$ cat config.mk
export PLATFORM = sky130hd
export DESIGN_NAME = apb4_mem_slave_flat
export DESIGN_NICKNAME = d
export VERILOG_FILES = /design/src/rtl/apb4_pkg.sv /design/src/rtl/apb4_mem_slave_if.sv /design/src/rtl/apb_byte_mem.sv /design/src/rtl/apb4_mem_slave.sv /design/src/flat_wrapper.sv
export SDC_FILE = /design/constraint.sdc
export NUM_CORES = 1
export LEC_CHECK = 0
export ABC_AREA = 1
export CAP_MARGIN = 15
export CELL_PAD_IN_SITES_DETAIL_PLACEMENT = 1
export CELL_PAD_IN_SITES_GLOBAL_PLACEMENT = 2
export CORE_MARGIN = 2
export CORE_UTILIZATION = 34
export DETAILED_ROUTE_END_ITERATION = 16
export PLACE_DENSITY_LB_ADDON = 0.2
export SKIP_LAST_GASP = 1
export SLEW_MARGIN = 40
export SYNTH_ARGS = -nofsm -noshare
export SYNTH_HDL_FRONTEND = slang
export SYNTH_SLANG_ARGS = --single-unit
$ cat constraint.sdc
create_clock -name Pclk -period 2.15 [get_ports Pclk]
set_input_delay 0.43 -clock Pclk [delete_from_list [all_inputs] [get_ports Pclk]]
set_output_delay 0.43 -clock Pclk [all_outputs]
set_load 0.01 [all_outputs]
$ cat src/rtl/apb4_pkg.sv
// Shared types and constants for the APB4 memory slave.
package apb4_pkg;

  // Transfer sequencing states of the completer
  typedef enum logic [1:0] {
    IDLE = 2'd0,
    WAIT = 2'd1,
    DONE = 2'd2
  } state_t;

  // Error response encoding driven on Pslverr
  typedef enum logic {
    RESP_OKAY   = 1'b0,
    RESP_SLVERR = 1'b1
  } resp_t;

  // Default data width and the lane/offset widths derived from it
  localparam int unsigned DSIZE_DEF = 32;
  localparam int unsigned STRB_W    = DSIZE_DEF / 8;
  localparam int unsigned OFF_W     = $clog2(STRB_W);

  // Width helpers for instances that override the data width
  function automatic int unsigned strb_width(input int unsigned dsize);
    return dsize / 8;
  endfunction

  function automatic int unsigned off_width(input int unsigned dsize);
    return $clog2(dsize / 8);
  endfunction

endpackage

$ cat src/rtl/apb4_mem_slave_if.sv
// APB4 bus bundle between a requester and the memory completer.
interface apb4_mem_slave_if
  import apb4_pkg::*;
#(
  parameter int unsigned DSIZE = DSIZE_DEF,
  parameter int unsigned ASIZE = 32
);
  logic                            Psel;
  logic                            Penable;
  logic                            Pwrite;
  logic [ASIZE-1:0]                Paddr;
  logic [DSIZE-1:0]                Pwdata;
  logic [strb_width(DSIZE)-1:0]    Pstrb;
  logic [DSIZE-1:0]                Prdata;
  logic                            Pready;
  logic                            Pslverr;

  modport master (
    output Psel, Penable, Pwrite, Paddr, Pwdata, Pstrb,
    input  Prdata, Pready, Pslverr
  );

  modport slave (
    input  Psel, Penable, Pwrite, Paddr, Pwdata, Pstrb,
    output Prdata, Pready, Pslverr
  );
endinterface

$ cat src/rtl/apb_byte_mem.sv
// Byte-enabled single-port word array: synchronous write, asynchronous read,
// synchronous clear of every word.
module apb_byte_mem #(
  parameter int unsigned DSIZE     = 32,
  parameter int unsigned MEM_DEPTH = 16,
  parameter int unsigned IDX_W     = 4
) (
  input  logic                 clk,
  input  logic                 clr,
  input  logic                 we,
  input  logic [DSIZE/8-1:0]   strb,
  input  logic [IDX_W-1:0]     addr,
  input  logic [DSIZE-1:0]     wdata,
  output logic [DSIZE-1:0]     rdata
);
  logic [DSIZE-1:0] mem [MEM_DEPTH];

  // Clear has priority over a write; only strobed lanes are updated
  always_ff @(posedge clk) begin
    if (clr) begin
      for (int unsigned i = 0; i < MEM_DEPTH; i++) begin
        mem[i] <= '0;
      end
    end else if (we) begin
      for (int unsigned b = 0; b < DSIZE/8; b++) begin
        if (strb[b]) begin
          mem[addr][8*b +: 8] <= wdata[8*b +: 8];
        end
      end
    end
  end

  assign rdata = mem[addr];
endmodule

$ cat src/rtl/apb4_mem_slave.sv
// APB4 memory completer: base-address decode, programmable wait states,
// byte-strobed writes and error response for misaligned/out-of-range access.
module apb4_mem_slave
  import apb4_pkg::*;
#(
  parameter int unsigned       DSIZE       = 32,
  parameter int unsigned       ASIZE       = 32,
  parameter int unsigned       MEM_DEPTH   = 16,
  parameter int unsigned       WAIT_CYCLES = 0,
  parameter logic [ASIZE-1:0]  BASE_ADDR   = '0
) (
  input logic              Pclk,
  input logic              Presetn,
  apb4_mem_slave_if.slave  apb
);
  localparam int unsigned    SW    = strb_width(DSIZE);
  localparam int unsigned    OW    = off_width(DSIZE);
  localparam int unsigned    IDX_W = (MEM_DEPTH > 1) ? $clog2(MEM_DEPTH) : 1;
  localparam logic [ASIZE:0] LIMIT = (ASIZE+1)'(MEM_DEPTH * SW);

  state_t            state;
  logic [3:0]        wcnt;
  logic              pready_q;
  logic              pslverr_q;
  logic [DSIZE-1:0]  prdata_q;

  logic [IDX_W-1:0]  lat_idx;
  logic              lat_wr;
  logic              lat_err;
  logic [DSIZE-1:0]  lat_wdata;
  logic [SW-1:0]     lat_strb;

  logic [ASIZE-1:0]  offset;
  logic              dec_below;
  logic              dec_range;
  logic              dec_mis;
  logic              dec_err;
  logic [IDX_W-1:0]  dec_idx;

  logic              cur_err;
  logic              cur_wr;
  logic [IDX_W-1:0]  mem_addr;
  logic [DSIZE-1:0]  mem_rdata;
  logic              mem_we;
  logic [DSIZE-1:0]  done_rdata;
  logic              done_resp;

  assign offset    = apb.Paddr - BASE_ADDR;
  assign dec_below = apb.Paddr < BASE_ADDR;
  assign dec_range = {1'b0, offset} >= LIMIT;
  assign dec_err   = dec_below | dec_range | dec_mis;
  assign dec_idx   = IDX_W'(offset >> OW);

  generate
    if (OW > 0) begin : g_align
      assign dec_mis = |offset[OW-1:0];
    end else begin : g_no_align
      assign dec_mis = 1'b0;
    end
  endgenerate

  // From IDLE the transfer goes straight to DONE using the live decode, so the
  // memory address and response source switch to the latched copy afterwards.
  always_comb begin
    cur_err  = lat_err;
    cur_wr   = lat_wr;
    mem_addr = lat_idx;
    if (state == IDLE) begin
      cur_err  = dec_err;
      cur_wr   = apb.Pwrite;
      mem_addr = dec_idx;
    end
    done_rdata = (!cur_wr && !cur_err) ? mem_rdata : '0;
    done_resp  = cur_err ? RESP_SLVERR : RESP_OKAY;
  end

  // Memory is only written on the edge that closes a completed good write
  assign mem_we = (state == DONE) && apb.Psel && apb.Penable && lat_wr && !lat_err;

  apb_byte_mem #(
    .DSIZE     (DSIZE),
    .MEM_DEPTH (MEM_DEPTH),
    .IDX_W     (IDX_W)
  ) u_mem (
    .clk   (Pclk),
    .clr   (!Presetn),
    .we    (mem_we),
    .strb  (lat_strb),
    .addr  (mem_addr),
    .wdata (lat_wdata),
    .rdata (mem_rdata)
  );

  // Transfer FSM with wait counter and registered response outputs
  always_ff @(posedge Pclk) begin
    if (!Presetn) begin
      state     <= IDLE;
      wcnt      <= '0;
      pready_q  <= 1'b0;
      pslverr_q <= 1'b0;
      prdata_q  <= '0;
      lat_idx   <= '0;
      lat_wr    <= 1'b0;
      lat_err   <= 1'b0;
      lat_wdata <= '0;
      lat_strb  <= '0;
    end else begin
      case (state)
        IDLE: begin
          if (apb.Psel && !apb.Penable) begin
            lat_idx   <= dec_idx;
            lat_wr    <= apb.Pwrite;
            lat_err   <= dec_err;
            lat_wdata <= apb.Pwdata;
            lat_strb  <= apb.Pstrb;
            if (WAIT_CYCLES == 0) begin
              state     <= DONE;
              pready_q  <= 1'b1;
              pslverr_q <= done_resp;
              prdata_q  <= done_rdata;
            end else begin
              wcnt  <= 4'(WAIT_CYCLES - 1);
              state <= WAIT;
            end
          end
        end
        WAIT: begin
          if (!apb.Psel || !apb.Penable) begin
            state     <= IDLE;
            pready_q  <= 1'b0;
            pslverr_q <= 1'b0;
            prdata_q  <= '0;
          end else if (wcnt == 4'd0) begin
            state     <= DONE;
            pready_q  <= 1'b1;
            pslverr_q <= done_resp;
            prdata_q  <= done_rdata;
          end else begin
            wcnt <= wcnt - 4'd1;
          end
        end
        DONE: begin
          state     <= IDLE;
          pready_q  <= 1'b0;
          pslverr_q <= 1'b0;
          prdata_q  <= '0;
        end
        default: begin
          state     <= IDLE;
          pready_q  <= 1'b0;
          pslverr_q <= 1'b0;
          prdata_q  <= '0;
        end
      endcase
    end
  end

  assign apb.Pready  = pready_q;
  assign apb.Pslverr = pslverr_q;
  assign apb.Prdata  = prdata_q;
endmodule

$ cat src/flat_wrapper.sv
// flat-port wrapper written by rule: the top's interface ports become plain ports
module apb4_mem_slave_flat import apb4_pkg::*;
#(
  parameter int unsigned       DSIZE       = 32,
  parameter int unsigned       ASIZE       = 32,
  parameter int unsigned       MEM_DEPTH   = 16,
  parameter int unsigned       WAIT_CYCLES = 0,
  parameter logic [ASIZE-1:0]  BASE_ADDR   = '0
)
  (Pclk, Presetn, apb_Psel, apb_Penable, apb_Pwrite, apb_Paddr, apb_Pwdata, apb_Pstrb, apb_Prdata, apb_Pready, apb_Pslverr);
  apb4_mem_slave_if #(.DSIZE(DSIZE), .ASIZE(ASIZE)) apb_i ();
  input logic Pclk;
  input logic Presetn;
  input wire logic [$bits(apb_i.Psel)-1:0] apb_Psel;
  input wire logic [$bits(apb_i.Penable)-1:0] apb_Penable;
  input wire logic [$bits(apb_i.Pwrite)-1:0] apb_Pwrite;
  input wire logic [$bits(apb_i.Paddr)-1:0] apb_Paddr;
  input wire logic [$bits(apb_i.Pwdata)-1:0] apb_Pwdata;
  input wire logic [$bits(apb_i.Pstrb)-1:0] apb_Pstrb;
  output wire logic [$bits(apb_i.Prdata)-1:0] apb_Prdata;
  output wire logic [$bits(apb_i.Pready)-1:0] apb_Pready;
  output wire logic [$bits(apb_i.Pslverr)-1:0] apb_Pslverr;
  assign apb_i.Psel = apb_Psel;
  assign apb_i.Penable = apb_Penable;
  assign apb_i.Pwrite = apb_Pwrite;
  assign apb_i.Paddr = apb_Paddr;
  assign apb_i.Pwdata = apb_Pwdata;
  assign apb_i.Pstrb = apb_Pstrb;
  assign apb_Prdata = apb_i.Prdata;
  assign apb_Pready = apb_i.Pready;
  assign apb_Pslverr = apb_i.Pslverr;
  apb4_mem_slave #(.DSIZE(DSIZE), .ASIZE(ASIZE), .MEM_DEPTH(MEM_DEPTH), .WAIT_CYCLES(WAIT_CYCLES), .BASE_ADDR(BASE_ADDR)) u_core (.Pclk(Pclk), .Presetn(Presetn), .apb(apb_i));
endmodule
==> results of run 1 <==
[cell usage after synthesis, drive strengths merged]
library cell,number,share of area (%)
or2,2,0.045
nor3,5,0.16
clkbuf,134,1.8
inv,454,6.1
and2,2,0.045
o21ai,139,2.5
edfxtp,512,55
nor2,583,7.9
dfxtp,76,5.5
nand3,8,0.14
buf,29,0.48
a21oi,70,1.3
nand2,1374,19
clkinv,33,0.44
[worst max-delay path: stages, from the launching register on]
cell and delay (ps):
dfxtp_4 370, inv_4 70, or2_1 210, o21ai_1 130, buf_4 180, nor2_4 50, inv_2 120, nor2_2 60
buf_4 160, nand2_1 200, buf_4 200, nor2_1 50
[report_power, final]
part / internal [mW] / leakage (nW) / switching [mW] / total, mW
Clock: 7.58 / 1.18 / 4.81 / 12.4
Sequential: 12.8 / 5.90 / 0.136 / 12.9
Combinational: 1.33 / 8.33 / 2.65 / 3.98
Total: 21.7 / 15.4 / 7.60 / 29.3
[cell type report]
cell class                 count  area share (%)
sequential                   588            48.1
clock inverter                31           0.947
tap                         1060            3.77
inverter                     487            5.22
multi-input combinational   2183            25.0
timing repair buffer         368            11.1
clock buffer                  96            5.89
[repair_timing]
action / in CTS / in global routing
gates cloned: 1 / 5
gates resized for setup: 14 / 44
endpoints found under the hold margin: 0 / 0
pin swaps: 2 / 4
setup buffers: 0 / 6
setup endpoints to repair: 238 / 473
[layer usage]
metal  global-route usage (%)  routed length (µm)
met5                        0                   0
met4                     6.67                2610
met3                     2.72                2750
met2                     36.7               43900
met1                     27.1               40900
[sequential cells by signal, indices dropped and copies added (netlist names)]
signal              cells
u_core.apb.Prdata      32
u_core.lat_wr           1
u_core.lat_idx          4
u_core.u_mem.mem      512
u_core.lat_err          1
u_core.lat_wdata       32
u_core.apb.Pslverr      1
u_core.lat_strb         4
u_core.apb.Pready       1
[through the flow]
stage          TNS (ps)  cell area (µm²)  setup WS (ps)  instances  hold WS, ps
2_1_floorplan    -18930            28000          -68.9       3421          445
3_3_place_gp    -347410            32300           -645       4674          427
3_5_place_dp    -413270            32300           -677       4674          435
4_1_cts           -2.01            34800          -2.01       4802          350
5_1_grt            -773            35100          -31.0       4813          369
6_report              0            35100           56.0       4813          377
[logic make-up (layout without fill, tap and decap cells)]
kind of cell | count (synthesis) | after routing
DFF | 588 | 588
AOI/OAI and AO/OA | 209 | 209
buffers and inverters | 650 | 982
and+or+nand+nor | 1974 | 1974
[worst max path at each step]
stage                                         startpoint                                endpoint  slack (ps)  cells past startpoint
after global placement                      apb_Paddr[5]   u_core.u_mem.mem[14][3]$_SDFFCE_PN0P_        -640                     10
after floorplan                                  Presetn  u_core.u_mem.mem[14][16]$_SDFFCE_PN0P_         -70                      7
after global routing      u_core.apb.Pready$_SDFFE_PN0P_    u_core.u_mem.mem[0][3]$_SDFFCE_PN0P_         -30                     10
after CTS                 u_core.apb.Pready$_SDFFE_PN0P_       u_core.apb.Prdata[3]$_SDFFE_PN0P_          -2                     14
after detailed placement                    apb_Paddr[3]   u_core.u_mem.mem[14][3]$_SDFFCE_PN0P_        -680                      9
final                     u_core.apb.Pready$_SDFFE_PN0P_  u_core.u_mem.mem[15][13]$_SDFFCE_PN0P_          60                     11
==> results.sh, run 1 <==
export IMPL_required_ps=2470
export IMPL_holdCritStartpoint="Presetn"
export IMPL_clk_path_buf_depth=3
export IMPL_min_to="u_core.apb.Prdata[3]$_SDFFE_PN0P_"
export IMPL_diodes=0
export IMPL_clock_root_buffer="clkbuf_16"
export IMPL_clkSlewWorstSetupHoldPaths_ps=60
export IMPL_hold_class="input port to flop"
export IMPL_yosys_area_share_simple_pct=26.8
export IMPL_synth_seq_cells=588
export IMPL_clock_latency_ps=610
export IMPL_drtPass1Iterations=5
export IMPL_cts_tree="done"
export IMPL_synth_compound_area_share_pct=3.75
export IMPL_min_path_cells=4
export IMPL_multiInputGateArea_mm2=0.00879
export IMPL_yosysSeqAreaShare_pct=60.6
export IMPL_yosysUniqueCellTypes=20
export IMPL_routed_wl_um=90100
export IMPL_fillCellCount=9478
export IMPL_synth_nets=3494
export IMPL_status="completed"
export IMPL_finalHoldViolCount=0
export IMPL_synth_top_family_by_area="simple AND/OR/NAND/NOR gates"
export IMPL_critical_path_class="flop to flop"
export IMPL_drcViolationCount=0
export IMPL_initialDrtViolationCount=1288
export IMPL_cts_sinks=588
export IMPL_vias_per_cell=4.70
export IMPL_drive_gt1_share_pct=12.4
export IMPL_antenna_left=0
export IMPL_rr_worst_depth=11
export IMPL_fp_dieH_um=290
export IMPL_rsz0062_at_grt="yes"
export IMPL_utilization_pct=43.5
export IMPL_vdd_drop_max_v=0.000602
export IMPL_drv_slew=0
export IMPL_regArea_mm2=0.0169
export IMPL_core_mm2=0.0808
export IMPL_io_buffers=106
export IMPL_vias=22600
export IMPL_grt_start_max_net_pins=106
export IMPL_synth_mux_area_share_pct=0
export IMPL_grt_pass1_wl_um=137000
export IMPL_tightestPinTransition_ps=760
export IMPL_r2r_end="u_core.u_mem.mem[15][13]$_SDFFCE_PN0P_"
export IMPL_dpl_hpwl_um=62500
export IMPL_grt_overflow=0
export IMPL_row_count=104
export IMPL_setup_violations=0
export IMPL_cp_arrival_ps=2420
export IMPL_synth_xor_area_share_pct=0
export IMPL_timing_rr_start="u_core.apb.Pready$_SDFFE_PN0P_"
export IMPL_skew_ps=28.1
export IMPL_p_total_mw=29.3
export IMPL_cts_buffers=71
export IMPL_track_usage_pct=21.1
export IMPL_routedWlPerCell_um=18.7
export IMPL_fmax_ghz=0.478
export IMPL_synth_fa_ha_area_share_pct=0
export IMPL_p_per_area_mw_per_mm2=833
export IMPL_crit_fanout=8
export IMPL_gp_congestion=0.829
export IMPL_cp_end_kind="flop"
export IMPL_layout_common_cells="nand2_1, nor2_1, edfxtp_1"
export IMPL_synth_area_per_cell_um2=8.15
export IMPL_die_area_mm2=0.0843
export IMPL_reg2reg_slack_ps=60
export IMPL_slew_headroom_pct=49.3
export IMPL_htreeDepth=3
export IMPL_syn_inst=3421
export IMPL_hold_buffers=0
export IMPL_area_growth_pct=26.1
export IMPL_nNetsFinal=3772
export IMPL_min_period_over_period_pct=97.4
export IMPL_die_w_um=290
export IMPL_maxCapViolations=0
export IMPL_yosysWarnings=0
export IMPL_antenna_found_initial=1
export IMPL_initial_utilization_pct=34.5
export IMPL_start_kind="flop"
export IMPL_leakagePower_nw=15.4
export IMPL_netlist_area_mm2=0.0279
export IMPL_final_common_cell="nand2_1"
export IMPL_grt_pass1_vias=24200
export IMPL_ios=107
export IMPL_period_minus_slack_ps=2090
(Power assumes the default switching activity.)
==> run 2, diff against run 1 <==
--- a/config.mk
+++ b/config.mk
@@ -9,7 +9,7 @@
 export CAP_MARGIN = 15
 export CELL_PAD_IN_SITES_DETAIL_PLACEMENT = 1
 export CELL_PAD_IN_SITES_GLOBAL_PLACEMENT = 2
-export CORE_MARGIN = 2
+export CORE_MARGIN = 4
 export CORE_UTILIZATION = 34
 export DETAILED_ROUTE_END_ITERATION = 16
 export PLACE_DENSITY_LB_ADDON = 0.2
==> run 2 against run 1 <==
- non-clock buffer count grew 21
- routed wire length decreased by 0.57%
- cell count rose by 0.54%
- utilization up 0.31 points
- hold slack worse by 17 ps
- clock skew grew 0.88 ps
- die area grew 2.8%
- critical endpoint is now u_core.u_mem.mem[15][14]$_SDFFCE_PN0P_
- highest routed layer unchanged
==> results.sh, run 2 (synthesis gave the netlist of run 1 again) <==
export IMPL_hold_buffers=0
export IMPL_rsz0062_at_grt="yes"
export IMPL_crit_fanout=8
export IMPL_leakagePower_nw=15.5
export IMPL_wl_met1_um=40100
export IMPL_finalHoldViolCount=0
export IMPL_die_area_mm2=0.0866
export IMPL_initialDrtViolationCount=1283
export IMPL_place_ws_ps=-941
export IMPL_track_usage_pct=20.7
export IMPL_hold_ws_ps=361
export IMPL_dpl_hpwl_um=63100
export IMPL_htreeDepth=3
export IMPL_drcViolationCount=0
export IMPL_worst_slack_ps=44.1
export IMPL_wl_met2_um=44300
export IMPL_ios=107
export IMPL_drive_gt1_share_pct=12.9
export IMPL_setup_violations=0
export IMPL_slowest_stage="dfxtp_4"
export IMPL_skew_ps=28.9
export IMPL_clkSlewWorstSetupHoldPaths_ps=60
export IMPL_setup_tns_ps=0
export IMPL_vias_per_cell=4.68
export IMPL_max_stage_delay_ps=360
export IMPL_grt_start_max_net_pins=64
export IMPL_status="completed"
export IMPL_drv_slew=0
export IMPL_die_w_um=294
export IMPL_final_cells=4839
export IMPL_final_common_cell="nand2_1"
export IMPL_routedWlPerCell_um=18.5
export IMPL_slew_headroom_pct=62.3
export IMPL_cts_tree="done"
export IMPL_area_growth_pct=27.2
export IMPL_nNetsFinal=3793
export IMPL_vdd_drop_max_v=0.000530
export IMPL_routed_wl_um=89600
export IMPL_cp_arrival_ps=2410
export IMPL_clock_root_buffer="clkbuf_16"
export IMPL_grt_pass1_wl_um=137000
export IMPL_grt_pass1_vias=24300
export IMPL_gp_congestion=0.850
export IMPL_layout_common_cells="nand2_1, nor2_1, edfxtp_1"
export IMPL_io_buffers=106
export IMPL_clock_latency_ps=610
export IMPL_period_minus_slack_ps=2110
export IMPL_crit_chain="inv_4 -> or2_1 -> o21ai_2 -> buf_4 -> nor2_4 -> inv_2 -> nor2_4 -> buf_4 -> nand2_2 -> nand2_4"
export IMPL_p_per_area_mw_per_mm2=820
export IMPL_cts_buffers=71
export IMPL_fmax_ghz=0.475
export IMPL_dp_cells=4699
export IMPL_min_period_over_period_pct=98.0
export IMPL_row_count=104
export IMPL_drtPass1Iterations=5
export IMPL_maxCapViolations=0
export IMPL_critical_path_class="flop to flop"
export IMPL_largest_reg_flops=512
export IMPL_antenna_found_initial=0
export IMPL_fp_dieH_um=294
export IMPL_hold_class="input port to flop"
export IMPL_core_mm2=0.0809
export IMPL_dr_wl_met3_um=3330
export IMPL_largest_register="u_core.u_mem.mem"
export IMPL_antenna_left=0
export IMPL_required_ps=2460
export IMPL_tightestPinTransition_ps=565
export IMPL_final_cell_area_mm2=0.0355
export IMPL_placed_cell_area_mm2=0.0326
export IMPL_start_kind="flop"
export IMPL_grt_overflow=0
export IMPL_cp_end_kind="flop"
export IMPL_clk_path_buf_depth=3
export IMPL_cts_sinks=588
export IMPL_diodes=0
export IMPL_top_layer_used="met4"
export IMPL_vias=22700
export IMPL_initial_utilization_pct=34.4
## run 2: what timing repair did
item | 4_1_cts | 5_1_grt
setup buffers | 0 | 5
setup endpoints to repair | 316 | 873
gates resized for setup | 19 | 73
gates cloned | 0 | 3
pin swaps | 0 | 4
## run 2: layer usage
metal,track usage [%],up-vias
met1,27.1,11200
li1,-,11100
met2,36.2,341
met5,0,-
met4,5.32,0
met3,2.91,100
## run 2: final timing paths
check                               startpoint                                endpoint  slack [ps]  cells past startpoint
max             u_core.apb.Pready$_SDFFE_PN0P_  u_core.u_mem.mem[15][14]$_SDFFCE_PN0P_          40                     10
min                                    Presetn        u_core.lat_wdata[5]$_SDFFE_PN0P_         360                      4
max reg2reg     u_core.apb.Pready$_SDFFE_PN0P_  u_core.u_mem.mem[15][14]$_SDFFCE_PN0P_          40                     10
min reg2reg  u_core.lat_wdata[21]$_SDFFE_PN0P_       u_core.lat_wdata[21]$_SDFFE_PN0P_         450                      2
## run 2: layout make-up
| class | instances | area (µm²) |
|---|---|---|
| timing repair buffer | 389 | 4140 |
| tap | 1060 | 1330 |
| inverter | 487 | 1840 |
| clock buffer | 106 | 2100 |
| sequential | 588 | 16900 |
| multi-input combinational | 2183 | 8910 |
| fill | 9481 | 45500 |
| clock inverter | 26 | 240 |
## run 2: through the flow
step	util, %	power (mW)
global placement	40.3	17.0
global route	43.8	30.4
CTS	43.3	29.4
floorplan	-	15.1
detailed placement	40.3	17.1
finish	43.8	29.1
## run 2: worst max-delay path, delay by kind of cell (launching register included)
kind,cells,cell delay [ps]
buffers and inverters,4,560
and+or+nand+nor,5,820
AOI/OAI and AO/OA,1,70
DFF,1,360
## run 2: power breakdown
group	total (mW)	internal, mW	switching [mW]
sequential	12.9	12.8	0.132
clock	12.1	7.27	4.83
combinational	4.06	1.40	2.67
==> run 3, diff against run 2 <==
--- a/config.mk
+++ b/config.mk
@@ -12,7 +12,7 @@
 export CORE_MARGIN = 4
 export CORE_UTILIZATION = 34
 export DETAILED_ROUTE_END_ITERATION = 16
-export PLACE_DENSITY_LB_ADDON = 0.2
+export PLACE_DENSITY = 0.8
 export SKIP_LAST_GASP = 1
 export SLEW_MARGIN = 40
 export SYNTH_ARGS = -nofsm -noshare
==> run 3 against run 2 <==
- cell count hardly changed
- power down 0.32%
- fmax is 0.25% lower
- hold slack worse by 15 ps
- first-iteration DRC count up 13%
- worst setup slack got worse by 5.3 ps
- routed wire length up 0.83%
- register-to-register slack about the same
- clock skew decreased by 14 ps
- critical path depth shrank 1
- critical path type unchanged
- highest routed layer unchanged
==> results.sh, run 3 (synthesis gave the netlist of run 1 again) <==
export IMPL_initialDrtViolationCount=1452
export IMPL_diodes=0
export IMPL_largest_register="u_core.u_mem.mem"
export IMPL_cts_tree="done"
export IMPL_vias=22500
export IMPL_dp_cells=4704
export IMPL_die_area_mm2=0.0866
export IMPL_largest_reg_flops=512
export IMPL_routedWlPerCell_um=18.7
export IMPL_vias_per_cell=4.66
export IMPL_final_cells=4837
export IMPL_initial_utilization_pct=34.4
export IMPL_clk_path_buf_depth=3
export IMPL_start_kind="flop"
export IMPL_ios=107
export IMPL_layout_common_cells="nand2_1, nor2_1, edfxtp_1"
export IMPL_crit_fanout=8
export IMPL_period_minus_slack_ps=2110
export IMPL_io_buffers=106
export IMPL_die_w_um=294
export IMPL_drcViolationCount=0
export IMPL_min_period_over_period_pct=98.2
export IMPL_clock_latency_ps=610
export IMPL_skew_ps=15.4
export IMPL_gp_congestion=0.785
export IMPL_hold_buffers=0
export IMPL_antenna_found_initial=0
export IMPL_fmax_ghz=0.474
export IMPL_critical_path_class="flop to flop"
export IMPL_track_usage_pct=20.9
export IMPL_p_per_area_mw_per_mm2=826
export IMPL_fp_dieH_um=294
export IMPL_crit_start="u_core.apb.Pready$_SDFFE_PN0P_"
export IMPL_rsz0062_at_grt="yes"
export IMPL_routed_wl_um=90400
export IMPL_p_total_mw=29.0
export IMPL_cts_buffers=69
export IMPL_grt_pass1_vias=23700
export IMPL_leakagePower_nw=15.4
export IMPL_tightestPinTransition_ps=797
export IMPL_required_ps=2480
export IMPL_htreeDepth=3
export IMPL_grt_start_max_net_pins=106
export IMPL_regArea_mm2=0.0169
export IMPL_maxCapViolations=0
export IMPL_vdd_drop_max_v=0.000483
export IMPL_grt_overflow=0
export IMPL_holdCritStartpoint="Presetn"
export IMPL_area_growth_pct=26.0
export IMPL_setup_violations=0
export IMPL_final_common_cell="nand2_1"
export IMPL_multiInputGateArea_mm2=0.00879
export IMPL_dpl_hpwl_um=61600
export IMPL_hold_class="input port to flop"
export IMPL_cts_sinks=588
export IMPL_row_count=104
export IMPL_fillCellCount=9537
export IMPL_antenna_left=0
export IMPL_status="completed"
export IMPL_drtPass1Iterations=5
export IMPL_cp_end_kind="flop"
export IMPL_cp_arrival_ps=2440
export IMPL_core_mm2=0.0809
export IMPL_finalHoldViolCount=0
export IMPL_timing_rr_start="u_core.apb.Pready$_SDFFE_PN0P_"
export IMPL_clock_root_buffer="clkbuf_16"
export IMPL_drv_slew=0
export IMPL_grt_pass1_wl_um=138000
export IMPL_drive_gt1_share_pct=12.3
export IMPL_clkSlewWorstSetupHoldPaths_ps=60
export IMPL_slew_headroom_pct=46.9
export IMPL_nNetsFinal=3794
==> run 3: changes by cell type in the layout (fill, tap and decap cells not counted), sizes merged <==
cell,change
bufinv,+4
dlygate4sd2,+1
nand2,+1
clkinvlp,+2
clkdlybuf4s50,-1
clkinv,+2
buf,+3
clkbuf,-14
==> run 3: stage by stage <==
stage	worst slack (ps)	TNS, ps	utilization [%]	cell area [µm²]	hold WS [ps]
after floorplan	-68.9	-18930	-	28000	445
after global placement	-554	-335240	40.2	32600	427
after detailed placement	-566	-386050	40.2	32600	435
after CTS	-15.1	-143	43.1	34900	304
after global routing	-46.5	-2060	43.4	35100	326
final	38.7	0	43.4	35100	345
==> run 3: worst max-delay path, stage by stage (launching register included) <==
cell and delay (ps):
dfxtp_1 360, buf_6 190, nand2_1 150, nand2_8 160
nand2_1 200, nor2_2 210, buf_4 180, nand2_1 100
nand2_1 100, buf_4 170
==> run 3: repair_timing <==
| item | 4_1_cts | 5_1_grt |
|---|---|---|
| pin swaps | 0 | 2 |
| resized for setup | 7 | 37 |
| endpoints found under the hold margin | 0 | 0 |
| buffers inserted | 0 | 3 |
| cloned | 0 | 3 |
| endpoints found under the setup margin | 104 | 585 |
==> run 3: per-layer routing <==
| layer | global-route usage [%] | vias up | share of wire [%] |
|---|---|---|---|
| met1 | 27.8 | 11000 | 45 |
| met4 | 4.87 | 0 | 2.1 |
| met5 | 0 | - | 0 |
| met3 | 2.68 | 118 | 3.6 |
| met2 | 36.4 | 366 | 49 |
| li1 | - | 11100 | - |
==> run 3: worst paths after layout <==
check / to / slack (ps) / depth (start not counted)
setup reg to reg: u_core.u_mem.mem[4][18]$_SDFFCE_PN0P_ / 40 / 9
setup / recovery: u_core.u_mem.mem[4][18]$_SDFFCE_PN0P_ / 40 / 9
hold / removal: u_core.apb.Prdata[22]$_SDFFE_PN0P_ / 350 / 3
hold reg to reg: u_core.lat_wdata[26]$_SDFFE_PN0P_ / 440 / 2
==> run 3: power by group <==
group | switching, mW | internal [mW]
registers | 0.128 | 12.8
logic | 2.66 | 1.33
clock network | 4.77 | 7.32
==> run 3: area by class of cell <==
cell class	instances	share of cell area, %
sequential	588	48.1
multi-input combinational	2184	25.0
timing repair buffer	391	11.2
clock buffer	93	5.53
inverter	487	5.21
tap	1060	3.78
clock inverter	34	1.09
